--- src/rtl/div_seq_if.sv ---
// Request/result bundle between the control unit and the sequential divider.
// The master drives the operands and start, and the slave returns hi/lo and the status pulses.
interface div_seq_if #(
   parameter int WIDTH = 32
);
   logic             start;
   logic [WIDTH-1:0] dividend;
   logic [WIDTH-1:0] divisor;
   logic [WIDTH-1:0] hi;
   logic [WIDTH-1:0] lo;
   logic             busy;
   logic             done;
   logic             div_zero;

   modport master (
      output start, dividend, divisor,
      input  hi, lo, busy, done, div_zero
   );

   modport slave (
      input  start, dividend, divisor,
      output hi, lo, busy, done, div_zero
   );
endinterface

--- src/rtl/div_seq.sv ---
// Multicycle signed divider with MIPS DIV semantics. It produces one restoring quotient bit per clock.
// The quotient goes to lo and the remainder to hi. Both are held until the next successful divide.
module div_seq #(
   parameter int WIDTH = 32
) (
   input logic       clk,
   input logic       reset,
   div_seq_if.slave  bus
);
   localparam int CW = $clog2(WIDTH + 1);

   typedef enum logic [1:0] {
      st_idle = 2'd0,
      st_run  = 2'd1,
      st_done = 2'd2
   } state_t;

   state_t           state_r;
   state_t           state_s;
   logic [CW-1:0]    cnt_r;
   logic [WIDTH-1:0] rem_r;
   logic [WIDTH-1:0] quo_r;
   logic [WIDTH-1:0] dvsr_r;
   logic [WIDTH-1:0] hi_r;
   logic [WIDTH-1:0] lo_r;
   logic             sign_q_r;
   logic             sign_rem_r;
   logic             dz_r;
   logic             busy_r;
   logic             done_r;
   logic             div_zero_r;
   logic             accept_s;
   logic             zero_s;
   logic [WIDTH-1:0] rem_sh_s;
   logic [WIDTH:0]   trial_s;

   // Two's complement negation, wrapping at WIDTH bits.
   function automatic logic [WIDTH-1:0] f_neg(input logic [WIDTH-1:0] x);
      f_neg = ~x + {{(WIDTH-1){1'b0}}, 1'b1};
   endfunction

   // Magnitude as an unsigned value. The most negative input maps to 2^(WIDTH-1).
   function automatic logic [WIDTH-1:0] f_abs(input logic [WIDTH-1:0] x);
      f_abs = x[WIDTH-1] ? f_neg(x) : x;
   endfunction

   // Next-state logic. A start is only accepted in idle, and a zero divisor skips run entirely.
   always_comb begin
      state_s  = state_r;
      accept_s = 1'b0;
      zero_s   = (bus.divisor == {WIDTH{1'b0}});
      case (state_r)
         st_idle: begin
            if (bus.start) begin
               accept_s = 1'b1;
               if (zero_s) begin
                  state_s = st_done;
               end else begin
                  state_s = st_run;
               end
            end else begin
               state_s = st_idle;
            end
         end
         st_run: begin
            if (cnt_r == CW'(1)) begin
               state_s = st_done;
            end else begin
               state_s = st_run;
            end
         end
         st_done: state_s = st_idle;
         default: state_s = st_idle;
      endcase
   end

   // One restoring step. The partial remainder is always below |divisor|, so the shifted value fits in WIDTH bits.
   always_comb begin
      rem_sh_s = {rem_r[WIDTH-2:0], quo_r[WIDTH-1]};
      trial_s  = {1'b0, rem_sh_s} - {1'b0, dvsr_r};
   end

   // State register.
   always_ff @(posedge clk) begin
      if (reset) begin
         state_r <= st_idle;
      end else begin
         state_r <= state_s;
      end
   end

   // Datapath and registered outputs. The done pulse is issued on the edge that leaves st_done.
   always_ff @(posedge clk) begin
      if (reset) begin
         cnt_r      <= {CW{1'b0}};
         rem_r      <= {WIDTH{1'b0}};
         quo_r      <= {WIDTH{1'b0}};
         dvsr_r     <= {WIDTH{1'b0}};
         hi_r       <= {WIDTH{1'b0}};
         lo_r       <= {WIDTH{1'b0}};
         sign_q_r   <= 1'b0;
         sign_rem_r <= 1'b0;
         dz_r       <= 1'b0;
         busy_r     <= 1'b0;
         done_r     <= 1'b0;
         div_zero_r <= 1'b0;
      end else begin
         done_r     <= 1'b0;
         div_zero_r <= 1'b0;
         case (state_r)
            st_idle: begin
               if (accept_s) begin
                  dz_r <= zero_s;
                  if (!zero_s) begin
                     quo_r      <= f_abs(bus.dividend);
                     dvsr_r     <= f_abs(bus.divisor);
                     rem_r      <= {WIDTH{1'b0}};
                     cnt_r      <= CW'(WIDTH);
                     sign_q_r   <= bus.dividend[WIDTH-1] ^ bus.divisor[WIDTH-1];
                     sign_rem_r <= bus.dividend[WIDTH-1];
                     busy_r     <= 1'b1;
                  end
               end
            end
            st_run: begin
               rem_r <= trial_s[WIDTH] ? rem_sh_s : trial_s[WIDTH-1:0];
               quo_r <= {quo_r[WIDTH-2:0], ~trial_s[WIDTH]};
               cnt_r <= cnt_r - CW'(1);
            end
            st_done: begin
               done_r     <= 1'b1;
               div_zero_r <= dz_r;
               busy_r     <= 1'b0;
               if (!dz_r) begin
                  lo_r <= sign_q_r   ? f_neg(quo_r) : quo_r;
                  hi_r <= sign_rem_r ? f_neg(rem_r) : rem_r;
               end
            end
            default: begin
               busy_r <= 1'b0;
            end
         endcase
      end
   end

   assign bus.hi       = hi_r;
   assign bus.lo       = lo_r;
   assign bus.busy     = busy_r;
   assign bus.done     = done_r;
   assign bus.div_zero = div_zero_r;
endmodule

--- src/flat_wrapper.sv ---
// flat-port wrapper written by rule: the top's interface ports become plain ports
module div_seq_flat 
#(
   parameter int WIDTH = 32
)
  (clk, reset, bus_start, bus_dividend, bus_divisor, bus_hi, bus_lo, bus_busy, bus_done, bus_div_zero);
  div_seq_if #(.WIDTH(WIDTH)) bus_i ();
  input logic clk;
  input logic reset;
  input wire logic [$bits(bus_i.start)-1:0] bus_start;
  input wire logic [$bits(bus_i.dividend)-1:0] bus_dividend;
  input wire logic [$bits(bus_i.divisor)-1:0] bus_divisor;
  output wire logic [$bits(bus_i.hi)-1:0] bus_hi;
  output wire logic [$bits(bus_i.lo)-1:0] bus_lo;
  output wire logic [$bits(bus_i.busy)-1:0] bus_busy;
  output wire logic [$bits(bus_i.done)-1:0] bus_done;
  output wire logic [$bits(bus_i.div_zero)-1:0] bus_div_zero;
  assign bus_i.start = bus_start;
  assign bus_i.dividend = bus_dividend;
  assign bus_i.divisor = bus_divisor;
  assign bus_hi = bus_i.hi;
  assign bus_lo = bus_i.lo;
  assign bus_busy = bus_i.busy;
  assign bus_done = bus_i.done;
  assign bus_div_zero = bus_i.div_zero;
  div_seq #(.WIDTH(WIDTH)) u_core (.clk(clk), .reset(reset), .bus(bus_i));
endmodule
--- config.mk ---
export PLATFORM = sky130hd
export DESIGN_NAME = div_seq_flat
export DESIGN_NICKNAME = d
export VERILOG_FILES = /design/src/rtl/div_seq_if.sv /design/src/rtl/div_seq.sv /design/src/flat_wrapper.sv
export SDC_FILE = /design/constraint.sdc
export NUM_CORES = 1
export LEC_CHECK = 0
export ABC_CLOCK_PERIOD_IN_PS = 4100
export BUFFER_PORTS_ARGS = -buffer_cell sky130_fd_sc_hd__buf_2
export CAP_MARGIN = 10
export CORE_AREA = 4 4 149 136
export CTS_CLUSTER_SIZE = 28
export DETAILED_ROUTE_END_ITERATION = 8
export DIE_AREA = 0 0 153 140
export PLACE_DENSITY = 0.8
export SLEW_MARGIN = 30
export SYNTH_ARGS = -nofsm -noshare
export SYNTH_HDL_FRONTEND = slang
export SYNTH_SLANG_ARGS = --single-unit
--- constraint.sdc ---
create_clock -name clk -period 4.1 [get_ports clk]
set_input_delay 0.205 -clock clk [delete_from_list [all_inputs] [get_ports clk]]
set_output_delay 0.205 -clock clk [all_outputs]
set_load 0.005 [all_outputs]
# == Word level (Yosys, flattened, before mapping) ==
# Index checks and enable logic that the tools add are counted.
# totals
reg_bits,174
input_bits,67
out_inout_bits,67
word_cells,67
# classes
n_addsub,6
n_eq_ne,5
muxes,24
bitwise,10
n_reduce_logical,9
# ops
cell,count
32-bit 2-to-1 mux,9
32-bit by 1-bit adder with 32-bit output (second input constant),4
32-bit NOT,4
32-bit one-hot mux with 2 select lines,2
32-bit by 32-bit subtractor with 33-bit output,1
32-bit logical NOT,1
6-bit 2-to-1 mux,2
6-bit one-hot mux with 2 select lines,1
3-bit AND reduction,3
6-bit by 1-bit == test with 1-bit output (second input constant),1
2-bit 2-to-1 mux,3
6-bit by 1-bit subtractor with 6-bit output (second input constant),1
1-bit 2-to-1 mux,5
1-bit NOT,5
2-bit one-hot mux with 2 select lines,1
2-bit AND reduction,2
2-bit by 1-bit == test with 1-bit output (second input constant),1
2-bit == test (second input constant),1
2-bit logical NOT,1
2-bit by 1-bit != test with 1-bit output (second input constant),1
2-bit != test (second input constant),1
1-bit one-hot mux with 2 select lines,1
2-bit nonzero test,1
2-bit OR reduction,1
1-bit XOR,1

# == Depth between registers and ports, before layout ==
# Gate-level depths: netlist of the first run.
# logic_depth
word_depth,6
ltp_mapped,13
ltp_nobuf,11

# == Worst setup path before layout of the first run ==
# No wires, ideal clock.
# synth_path
path_type,reg2reg
from,register u_core.quo_r[31]
to,register u_core.rem_r[27]
setup_ps,116
arrival_time_ps,2993
t_required_ps,3984
slack_ps,991
path_stages_with_launch,14
path_buffers,2
period_less_slack_ps,3109
path_cell_list,dfxtp_1 inv_1 ha_1 fa_1 nand2b_1 a21oi_1 o211a_1 o211ai_1 a211oi_1 o21a_1 clkbuf_1 clkbuf_1 o31ai_1 a31o_2
# synth_between
elab_chain_len,3
# synth_rtl
element,line_no,rtl
"start, declared",div_seq.sv:22,logic [WIDTH-1:0] quo_r;
"start signal, assigned",div_seq.sv:97,quo_r <= {WIDTH{1'b0}};
"start signal, assigned",div_seq.sv:115,quo_r <= f_abs(bus.dividend);
"start signal, assigned",div_seq.sv:127,"quo_r <= {quo_r[WIDTH-2:0], ~trial_s[WIDTH]};"
32-bit by 32-bit subtractor with 33-bit output,div_seq.sv:80,"trial_s = {1'b0, rem_sh_s} - {1'b0, dvsr_r};"
32-bit 2-to-1 mux,div_seq.sv:126,rem_r <= trial_s[WIDTH] ? rem_sh_s : trial_s[WIDTH-1:0];
32-bit one-hot mux with 2 select lines,div_seq.sv:110,case (state_r)
"end signal, assigned",div_seq.sv:96,rem_r <= {WIDTH{1'b0}};
"end signal, assigned",div_seq.sv:117,rem_r <= {WIDTH{1'b0}};
"end signal, assigned",div_seq.sv:126,
"end, declared",div_seq.sv:21,logic [WIDTH-1:0] rem_r;
# Every way passes these cells.
# A chain may end at the register's enable or synchronous reset.

# == Worst setup path after layout of the first run ==
# layout_path
from,register u_core.quo_r[31]
to,register u_core.rem_r[17]
# The elaborated chain is that of the path after synthesis.

==> reports/metrics.yaml, run 1 <==
synth_top_area_frac: 0.321
syn_area_per_cell_sq_um: 7.83
ant_nets: 0
start_util: 0.576
area_growth_pct: 13.2
drv_slew: 0
max_cap_violations: 0
synthArstFlopShare: 0
clock_latency_ns: 0.43
post-route-min-period_ns: 3.38
end_kind: "register"
tns_ns: 0
yosysUniqueCellTypes: 63
die_h_microns: 140
die_w_microns: 153
cp_cell_sequence: "inv_1 > ha_1 > fa_1 > nand2b_1 > a21oi_1 > o211a_1 > o211ai_1 > a211oi_1 > o21a_1 > buf_4 > o21ai_0 > a32o_1"
yosysMostFrequentCell: "dfxtp_1"
synth_edf_count: 0
ir_drop_v: 0.000338
die_area_sq_mm: 0.0214
numCtsBuffers: 17
num_vias: 10500
fin_crit_sh: 0.825
dr.pass1.iters: 5
layout-drive-gt1-share: 0.137
ios: 134
synth_seq_cells: 174
core.rowCount: 48
nNetsFinal: 1579
postCtsSetupBuffers: 0
cts_hold_buf: 0
skew_ns: 0.00988
cts_resized: 0
cts-root-buf: "clkbuf_16"
vias_per_cell: 6.08
antenna_found_initial: 0
maxSlewHeadroom: 0.344
critPathKind: "register to register"
required_ns: 4.42
drtIter0Drc: 1047
wire_per_inst_microns: 17.4
min_path_type: "input port to register"
startpoint_type: "register"
cellPowerDensity_mw_per_mm2: 552
slowest_delay_ns: 0.41
cts_tree: "built"
yosys_warnings: 0
wl_mm: 30.2
final_util: 0.652
synth-seq-area-share: 0.321
outcome: "complete, no violations"
worstMarginPinSlew_ns: 0.983
dpl.hpwl_mm: 22.5
report.final.setup_viol: 0
cts.sinks: 174
p_leak_nw: 4.88
synth_flop_cell: "dfxtp_1"
netlist_instances: 1388
portBuffers: 133
synth.net_count: 1495
core-area_sq_mm: 0.0189
grt_usage: 0.276
synth_area_sq_mm: 0.0109
h-tree-depth: 4
cp_max_fo: 40
grt_overflow_total: 0
worst-endpoint-arrival_ns: 3.70
cts.reportedPaths.clkPinSlew_ns: 0.07
antennaDiodeCount: 0
grt_max_degree: 109
grt_pass1_vias: 9235
grt_pass1_wl_mm: 49.2
grt_setup_unrepaired: "false"
clock_path_buffers: 2
hold_viol: 0
synthTopCellsByArea: "dfxtp_1 (32%), xor2_1 (6.8%), nand2_1 (5.8%)"
synth_area_leader_cell: "dfxtp_1"
fmax_ghz: 0.296
slowest_stage: "a211oi_1"
gp_congestion: 0.927
synth_commonest_cells: "dfxtp_1 (174), nand2_1 (169), nor2_1 (132), xor2_1 (84)"
drcViolationCount: 0
[worst paths after layout]
path                      from           endpoint  slack, ns  depth (start not counted)
min            bus_divisor[30]  u_core.dvsr_r[30]       0.11                          4
min reg2reg  u_core.bus.lo[30]  u_core.bus.lo[30]       0.45                          2
max reg2reg   u_core.quo_r[31]   u_core.rem_r[17]       0.72                         12
max           u_core.quo_r[31]   u_core.rem_r[17]       0.72                         12
[through the flow]
stage	cell area, sq um	total power (W)	hold slack (ns)	instances	setup WS (ns)
after floorplan	10900	0.00438	0.341	1388	0.991
after global placement	11700	0.00510	0.436	1702	0.879
after detailed placement	11700	0.00514	0.444	1703	0.757
after CTS	12300	0.00673	0.0875	1735	0.739
after global routing	12300	0.00724	0.108	1735	0.427
final	12300	0.00679	0.105	1735	0.718
[cell families after synthesis]
group,Yosys count,synth area share
and+or+nand+nor,460,0.196
AOI/OAI and AO/OA,426,0.268
DFF,174,0.321
xor gates and xnor gates,146,0.118
buffers and inverters,138,0.0477
adders and majority gates,40,0.0468
muxes,4,0.00369
[critical path: cells and delay by family, from the launching register on]
kind,cells,cell delay [ns]
AOI/OAI and AO/OA,7,1.70
buffers and inverters,2,0.46
DFF,1,0.34
adders and majority gates,2,0.58
and+or+nand+nor,1,0.19
[cells in the final DEF, fill, tap and decap left out, types with 17 or more instances in the layout]
cell / Yosys / routed
dfxtp_1: 174 / 173
nand2_1: 169 / 169
buf_2: 0 / 132
nor2_1: 132 / 128
xor2_1: 84 / 84
a211oi_1: 83 / 83
o21ai_0: 75 / 74
a21oi_1: 72 / 72
xnor2_1: 62 / 62
inv_1: 52 / 52
ha_1: 39 / 39
o211ai_1: 35 / 35
o31ai_1: 34 / 34
nand3_1: 32 / 32
or3_1: 22 / 22
or4_1: 20 / 20
a31oi_1: 20 / 20
o41ai_1: 19 / 19
nor3_1: 18 / 17
clkbuf_16: 0 / 17
[layer usage]
metal / vias up / GRT usage / part of all wire
met5: - / 0 / 0
met4: 0 / 0.0581 / 0.0098
met3: 23 / 0.0568 / 0.099
met2: 454 / 0.371 / 0.39
met1: 4835 / 0.448 / 0.50
li1: 5230 / - / -
[flip-flops by register name, indices dropped and copies added, names as in the netlist]
register             flops
u_core.bus.div_zero      1
u_core.sign_q_r          1
u_core.sign_rem_r        1
u_core.bus.done          1
u_core.state_r           2
u_core.dvsr_r           32
u_core.rem_r            32
u_core.cnt_r             6
u_core.dz_r              1
u_core.bus.hi           32
u_core.bus.lo           32
u_core.bus.busy          1
u_core.quo_r            32
[cell type report]
cell class	instances	area [sq um]
Multi-Input combinational cell	1076	6890
Fill cell	1657	6560
Sequential cell	174	3480
Timing Repair Buffer	150	832
Clock buffer	22	474
Tap cell	250	313
Inverter	53	199
Clock inverter	10	104
[report_power, final]
part           switching, W  total, W  leakage (nW)  internal [W]
registers          0.000246   0.00208          1.42       0.00183
logic               0.00186   0.00312          3.19       0.00125
clock network      0.000702   0.00160         0.275      0.000895
total               0.00281   0.00679          4.88       0.00398
Power figures use the tool's default switching activity.
==> inputs of run 2 (changes only) <==
--- a/config.mk
+++ b/config.mk
@@ -5,7 +5,7 @@
 export SDC_FILE = /design/constraint.sdc
 export NUM_CORES = 1
 export LEC_CHECK = 0
-export ABC_CLOCK_PERIOD_IN_PS = 4100
+export ABC_CLOCK_PERIOD_IN_PS = 3200
 export BUFFER_PORTS_ARGS = -buffer_cell sky130_fd_sc_hd__buf_2
 export CAP_MARGIN = 10
 export CORE_AREA = 4 4 149 136
==> constraint.sdc (replaced) <==
create_clock -name clk -period 3.2 [get_ports clk]
set_input_delay 0.16 -clock clk [delete_from_list [all_inputs] [get_ports clk]]
set_output_delay 0.16 -clock clk [all_outputs]
set_load 0.005 [all_outputs]
==> reports/metrics.yaml, run 2 (synthesis results as in run 1) <==
skew_ns: 0.0130  # +0.00317 ns
ios: 134  # unchanged
final_util: 0.668  # +0.0159
gp_congestion: 1.01  # +8.7%
drtIter0Drc: 1068  # +2.0%
final_cell_mix: "dfxtp_1 (173), nand2_1 (169), buf_2 (132)"
seq_area_sq_mm: 0.00348  # unchanged
reg2reg_to: "u_core.bus.hi[26]"
grt_pass1_wl_mm: 47.9  # -2.6%
cts_tree: "built"
timing.rr.start: "u_core.rem_r[6]"
outcome: "complete, no violations"
ir_drop_v: 0.000410  # +21%
critPathKind: "register to register"
antennaDiodeCount: 0  # unchanged
antenna_found_initial: 0  # unchanged
cellPowerDensity_mw_per_mm2: 706  # +28%
maxSlewHeadroom: 0.511  # +0.167
post-route-min-period_ns: 3.14  # -0.242 ns
place_inst: 1737  # +2.0%
vias_per_cell: 5.98  # -1.6%
cts.sinks: 174  # unchanged
dpl.hpwl_mm: 22.6  # +0.27%
placed_cell_area_sq_mm: 0.0120  # +2.5%
p_leak_nw: 5.07  # +4.0%
startpoint_type: "register"
layout-drive-gt1-share: 0.161  # +0.0232
core-area_sq_mm: 0.0189  # unchanged
num_vias: 10600  # +0.34%
drcViolationCount: 0  # unchanged
crit_start: "u_core.rem_r[6]"
required_ns: 3.47  # -0.95 ns
wl_mm: 29.9  # -0.95%
clock_path_buffers: 2  # unchanged
core.rowCount: 48  # unchanged
grt_pass1_vias: 9189  # -0.50%
tns_ns: 0  # unchanged
report.final.setup_viol: 0  # unchanged
max_cap_violations: 0  # unchanged
grt_max_degree: 68  # -38%
die_w_microns: 153  # unchanged
stdcell_count: 1770  # +2.0%
min_path_type: "input port to register"
nNetsFinal: 1614  # +2.2%
hold_viol: 0  # unchanged
crit_path_end: "u_core.bus.hi[26]"
clock_latency_ns: 0.43  # about the same
rr_worst_depth: 8  # -4
cts-root-buf: "clkbuf_16"
cts_hold_buf: 0  # unchanged
h-tree-depth: 4  # unchanged
die_area_sq_mm: 0.0214  # unchanged
worst-endpoint-arrival_ns: 3.41  # -0.29 ns
ant_nets: 0  # unchanged
drv_slew: 0  # unchanged
end_kind: "register"
numCtsBuffers: 17  # unchanged
reg2reg_slack_ns: 0.06  # -0.66 ns
grt_overflow_total: 0  # unchanged
holdWs_ns: 0.0626  # -0.0427 ns
fmax_ghz: 0.319  # +7.7%
area_growth_pct: 15.9
finish.instance_area_sq_mm: 0.0126  # +2.4%
cp_max_fo: 4  # -90%
multi_input_area_sq_mm: 0.00691  # +0.24%
final_common_cell: "dfxtp_1"
dr.pass1.iters: 5  # unchanged
wire_per_inst_microns: 16.9  # -2.9%
fillCellCount: 1634  # -1.4%
worstMarginPinSlew_ns: 0.732  # -0.251 ns
start_util: 0.576  # unchanged
portBuffers: 133  # unchanged
grt_usage: 0.267  # -0.00937
die_h_microns: 140  # unchanged
fin_crit_sh: 0.981  # +0.156
cts.reportedPaths.clkPinSlew_ns: 0.07  # about the same
grt_setup_unrepaired: "true"
==> run 2: repair_timing <==
action,4_1_cts,5_1_grt
buffers inserted,0,1
setup endpoints to repair,0,22
gates resized for setup,0,6
==> run 2: worst min path at each step <==
stage,cells after the start,slack [ns],endpoint,start
after floorplan,2,0.30,u_core.dvsr_r[0],bus_divisor[0]
after global placement,2,0.44,u_core.bus.hi[25],u_core.bus.hi[25]
after detailed placement,2,0.44,u_core.bus.hi[19],u_core.bus.hi[19]
after CTS,3,0.05,u_core.dz_r,bus_start
after global routing,4,0.08,u_core.dvsr_r[30],bus_divisor[30]
final,3,0.06,u_core.state_r[1],bus_start
==> run 2: final cells by class <==
class | instances | area share
sequential | 174 | 0.277
clock buffer | 20 | 0.0363
timing repair buffer | 185 | 0.0896
clock inverter | 12 | 0.00864
multi-input combinational | 1076 | 0.548
tap | 250 | 0.0248
inverter | 53 | 0.0158
==> run 2: worst max-delay path, cell delays in order, from the launching register on <==
cell and delay, ns:
dfxtp_2 0.32, or4_4 0.54, or4_4 0.45, or4_4 0.44
or4_4 0.45, or3_4 0.39, o21ai_1 0.16, xor2_1 0.15
a211oi_1 0.08
==> run 2: routing by layer <==
metal | global-route usage | part of all wire | up-vias
li1 | - | - | 5282
met1 | 0.431 | 0.50 | 4800
met2 | 0.353 | 0.39 | 464
met4 | 0.0572 | 0.012 | 0
met3 | 0.0643 | 0.10 | 32
met5 | 0 | 0 | -
==> run 2: through the flow <==
step / setup slack, ns / power (W)
2_1_floorplan: 0.0909 / 0.00561
3_3_place_gp: 0.0846 / 0.00667
3_5_place_dp: 0.0517 / 0.00674
4_1_cts: 0.0490 / 0.00875
5_1_grt: -0.0450 / 0.00942
6_report: 0.0608 / 0.00889
==> run 2: where the power goes <==
part | switching [W] | internal, W | total, W | leakage (nW)
Sequential | 0.000241 | 0.00235 | 0.00259 | 1.42
Clock | 0.000888 | 0.00112 | 0.00201 | 0.277
Combinational | 0.00249 | 0.00180 | 0.00429 | 3.38
==> inputs of run 3 (changes only) <==
--- a/config.mk
+++ b/config.mk
@@ -5,13 +5,15 @@
 export SDC_FILE = /design/constraint.sdc
 export NUM_CORES = 1
 export LEC_CHECK = 0
+export ABC_AREA = 1
 export ABC_CLOCK_PERIOD_IN_PS = 3200
 export BUFFER_PORTS_ARGS = -buffer_cell sky130_fd_sc_hd__buf_2
 export CAP_MARGIN = 10
-export CORE_AREA = 4 4 149 136
+export CORE_AREA = 4 4 158 145
 export CTS_CLUSTER_SIZE = 28
 export DETAILED_ROUTE_END_ITERATION = 8
-export DIE_AREA = 0 0 153 140
+export DIE_AREA = 0 0 162 149
+export GPL_ROUTABILITY_DRIVEN = 0
 export PLACE_DENSITY = 0.8
 export SLEW_MARGIN = 30
 export SYNTH_ARGS = -nofsm -noshare
==> reports/metrics.yaml, run 3 <==
cp_max_fo: 33  # +29
synth_edf_count: 0  # unchanged
antennaDiodeCount: 0  # unchanged
synth_flop_cell: "dfxtp_1"
netlist_instances: 2079  # +50%
dr.pass1.iters: 6  # +1
start_util: 0.589  # +0.0127
final_cell_mix: "nand2_1 (588), inv_1 (324), nor2_1 (194)"
grt_usage: 0.318  # +0.0507
core.rowCount: 51  # +6.3%
synthMuxAreaShare: 0  # -0.00368
grt_overflow_total: 0  # unchanged
startpoint_type: "register"
grt_max_degree: 114  # +68%
p_clk_frac: 0.165  # -0.061
worstMarginPinSlew_ns: 0.971  # +0.239 ns
cts.sinks: 174  # unchanged
synth_seq_cells: 174  # unchanged
report.final.setup_viol: 0  # unchanged
synth_top_family_by_area: "simple AND/OR/NAND/NOR gates"
wl_mm: 38.8  # +30%
clock_latency_ns: 0.45  # +0.02 ns
p_seq_frac: 0.219  # -0.073
synth_commonest_cells: "nand2_1 (588), inv_1 (325), nor2_1 (194), dfxtp_1 (174), nand3_1 (154)"
nNetsFinal: 2287  # +42%
area_growth_pct: 11.7
fmax_ghz: 0.358  # +12%
die_h_microns: 149  # +6.4%
synth_xor_area_frac: 0.0565  # -0.0612
end_kind: "register"
synth.net_count: 2186  # +46%
power.internal_w: 0.00590  # +12%
synth_compound_area_frac: 0.154  # -0.114
die_area_sq_mm: 0.0241  # +13%
synth_area_leader_cell: "dfxtp_1"
ant_nets: 0  # unchanged
synth_area_sq_mm: 0.0126  # +16%
outcome: "complete, no violations"
tns_ns: 0  # unchanged
post-route-min-period_ns: 2.80  # -0.344 ns
dpl.hpwl_mm: 29.9  # +32%
cts.reportedPaths.clkPinSlew_ns: 0.07  # about the same
ir_drop_v: 0.000636  # +55%
synth_simple_gate_area_frac: 0.348  # +0.153
final_common_cell: "nand2_1"
p_leak_nw: 7.21  # +42%
critPathKind: "register to register"
hold_viol: 0  # unchanged
required_ns: 3.57  # +0.10 ns
yosys_warnings: 0  # unchanged
ios: 134  # unchanged
core-area_sq_mm: 0.0213  # +13%
h-tree-depth: 4  # unchanged
grt_setup_unrepaired: "false"
die_w_microns: 162  # +5.9%
numCtsBuffers: 17  # unchanged
switchingPower_w: 0.00653  # +80%
holdWs_ns: 0.0232  # -0.0394 ns
cts_tree: "built"
antenna_found_initial: 0  # unchanged
min_path_type: "input port to register"
maxSlewHeadroom: 0.350  # -0.160
vias_per_cell: 5.55  # -7.1%
cellPowerDensity_mw_per_mm2: 886  # +26%
synth_top_area_frac: 0.278  # -0.0430
yosysUniqueCellTypes: 43  # -32%
grt_pass1_vias: 12300  # +34%
cts-root-buf: "clkbuf_16"
synth-seq-area-share: 0.278  # -0.0430
syn_area_per_cell_sq_um: 6.04  # -23%
clock_path_buffers: 2  # unchanged
max_cap_violations: 0  # unchanged
synthArstFlopShare: 0  # unchanged
num_vias: 13800  # +30%
skew_ns: 0.0116  # -0.00144 ns
layout-drive-gt1-share: 0.103  # -0.0575
drcViolationCount: 0  # unchanged
yosysMostFrequentCell: "nand2_1"
synthTopCellsByArea: "dfxtp_1 (28%), nand2_1 (18%), inv_1 (9.7%)"
swShare: 0.525  # +0.118
wire_per_inst_microns: 15.6  # -7.6%
worst-endpoint-arrival_ns: 3.16  # -0.25 ns
comb_power_share: 0.616  # +0.133
grt_pass1_wl_mm: 62.1  # +30%
drv_slew: 0  # unchanged
fin_crit_sh: 0.874  # -0.107
drtIter0Drc: 1482  # +39%
synth_fa_ha_area_frac: 0.0405  # -0.00628
portBuffers: 133  # unchanged
## run 3: final cells by class
type | count | area [sq um]
clock buffer | 17 | 425
multi-input combinational | 1504 | 7540
fill | 2021 | 7290
inverter | 330 | 1240
clock inverter | 15 | 145
tap | 291 | 364
sequential | 174 | 3480
timing repair buffer | 153 | 831
## run 3: routing by layer
metal / vias up / track usage / share of wire / wire [microns]
met5: - / 0 / 0 / 0
met2: 727 / 0.467 / 0.41 / 15900
li1: 6820 / - / - / -
met1: 6146 / 0.462 / 0.44 / 17200
met3: 102 / 0.0619 / 0.11 / 4360
met4: 0 / 0.117 / 0.034 / 1320
## run 3: logic make-up after synthesis
logic type	Yosys count
AO/OA/AOI/OAI	345
buffers and inverters	401
adder cells (fa/ha/maj)	40
XOR/XNOR	81
flip-flops	174
AND/OR/NAND/NOR	1038
## run 3: power by group through the flow
stage / Clock [W] / Combinational (W) / Sequential, W
after floorplan: 0 / 0.00572 / 0.00264
after global placement: 0 / 0.00727 / 0.00274
after detailed placement: 0 / 0.00737 / 0.00275
after CTS: 0.00205 / 0.00744 / 0.00271
after global routing: 0.00214 / 0.00860 / 0.00275
final: 0.00204 / 0.00766 / 0.00273
## run 3: critical path, stage by stage, from the launching register on
cell and delay, ns:
dfxtp_1 0.38, inv_1 0.09, ha_1 0.20, fa_1 0.41, inv_1 0.11, nand3_1 0.07, nand3_1 0.13, nand2_1 0.06
nand2_1 0.10, nand2_1 0.10, nand2_2 0.10, nand2_4 0.14, nand2_4 0.33, nand2_4 0.20, nand2_1 0.11, nand2_1 0.05
a21oi_1 0.13
## run 3: final timing paths
kind                         start               end  slack (ns)  cells after the start
hold reg to reg    u_core.bus.busy   u_core.bus.busy        0.47                      2
setup / recovery  u_core.quo_r[31]  u_core.rem_r[23]        0.40                     16
hold / removal    bus_dividend[24]  u_core.quo_r[24]        0.02                      4
setup reg to reg  u_core.quo_r[31]  u_core.rem_r[23]        0.40                     16
## run 3: stage by stage
step	power (W)	instance area, sq um	std cells	setup slack, ns	utilization
3_3_place_gp	0.0100	13400	2451	0.553	0.631
5_1_grt	0.0135	14000	2484	0.0795	0.658
6_report	0.0124	14000	2484	0.405	0.658
4_1_cts	0.0122	14000	2484	0.417	0.658
3_5_place_dp	0.0101	13400	2451	0.438	0.631
2_1_floorplan	0.00836	12600	2079	0.960	-
## run 3: repair_timing
| action | in CTS | in global routing |
|---|---|---|
| gates resized for setup | 0 | 0 |
| hold buffers | 1 | 0 |
| buffers inserted | 0 | 0 |
| endpoints found under the hold margin | 1 | 0 |
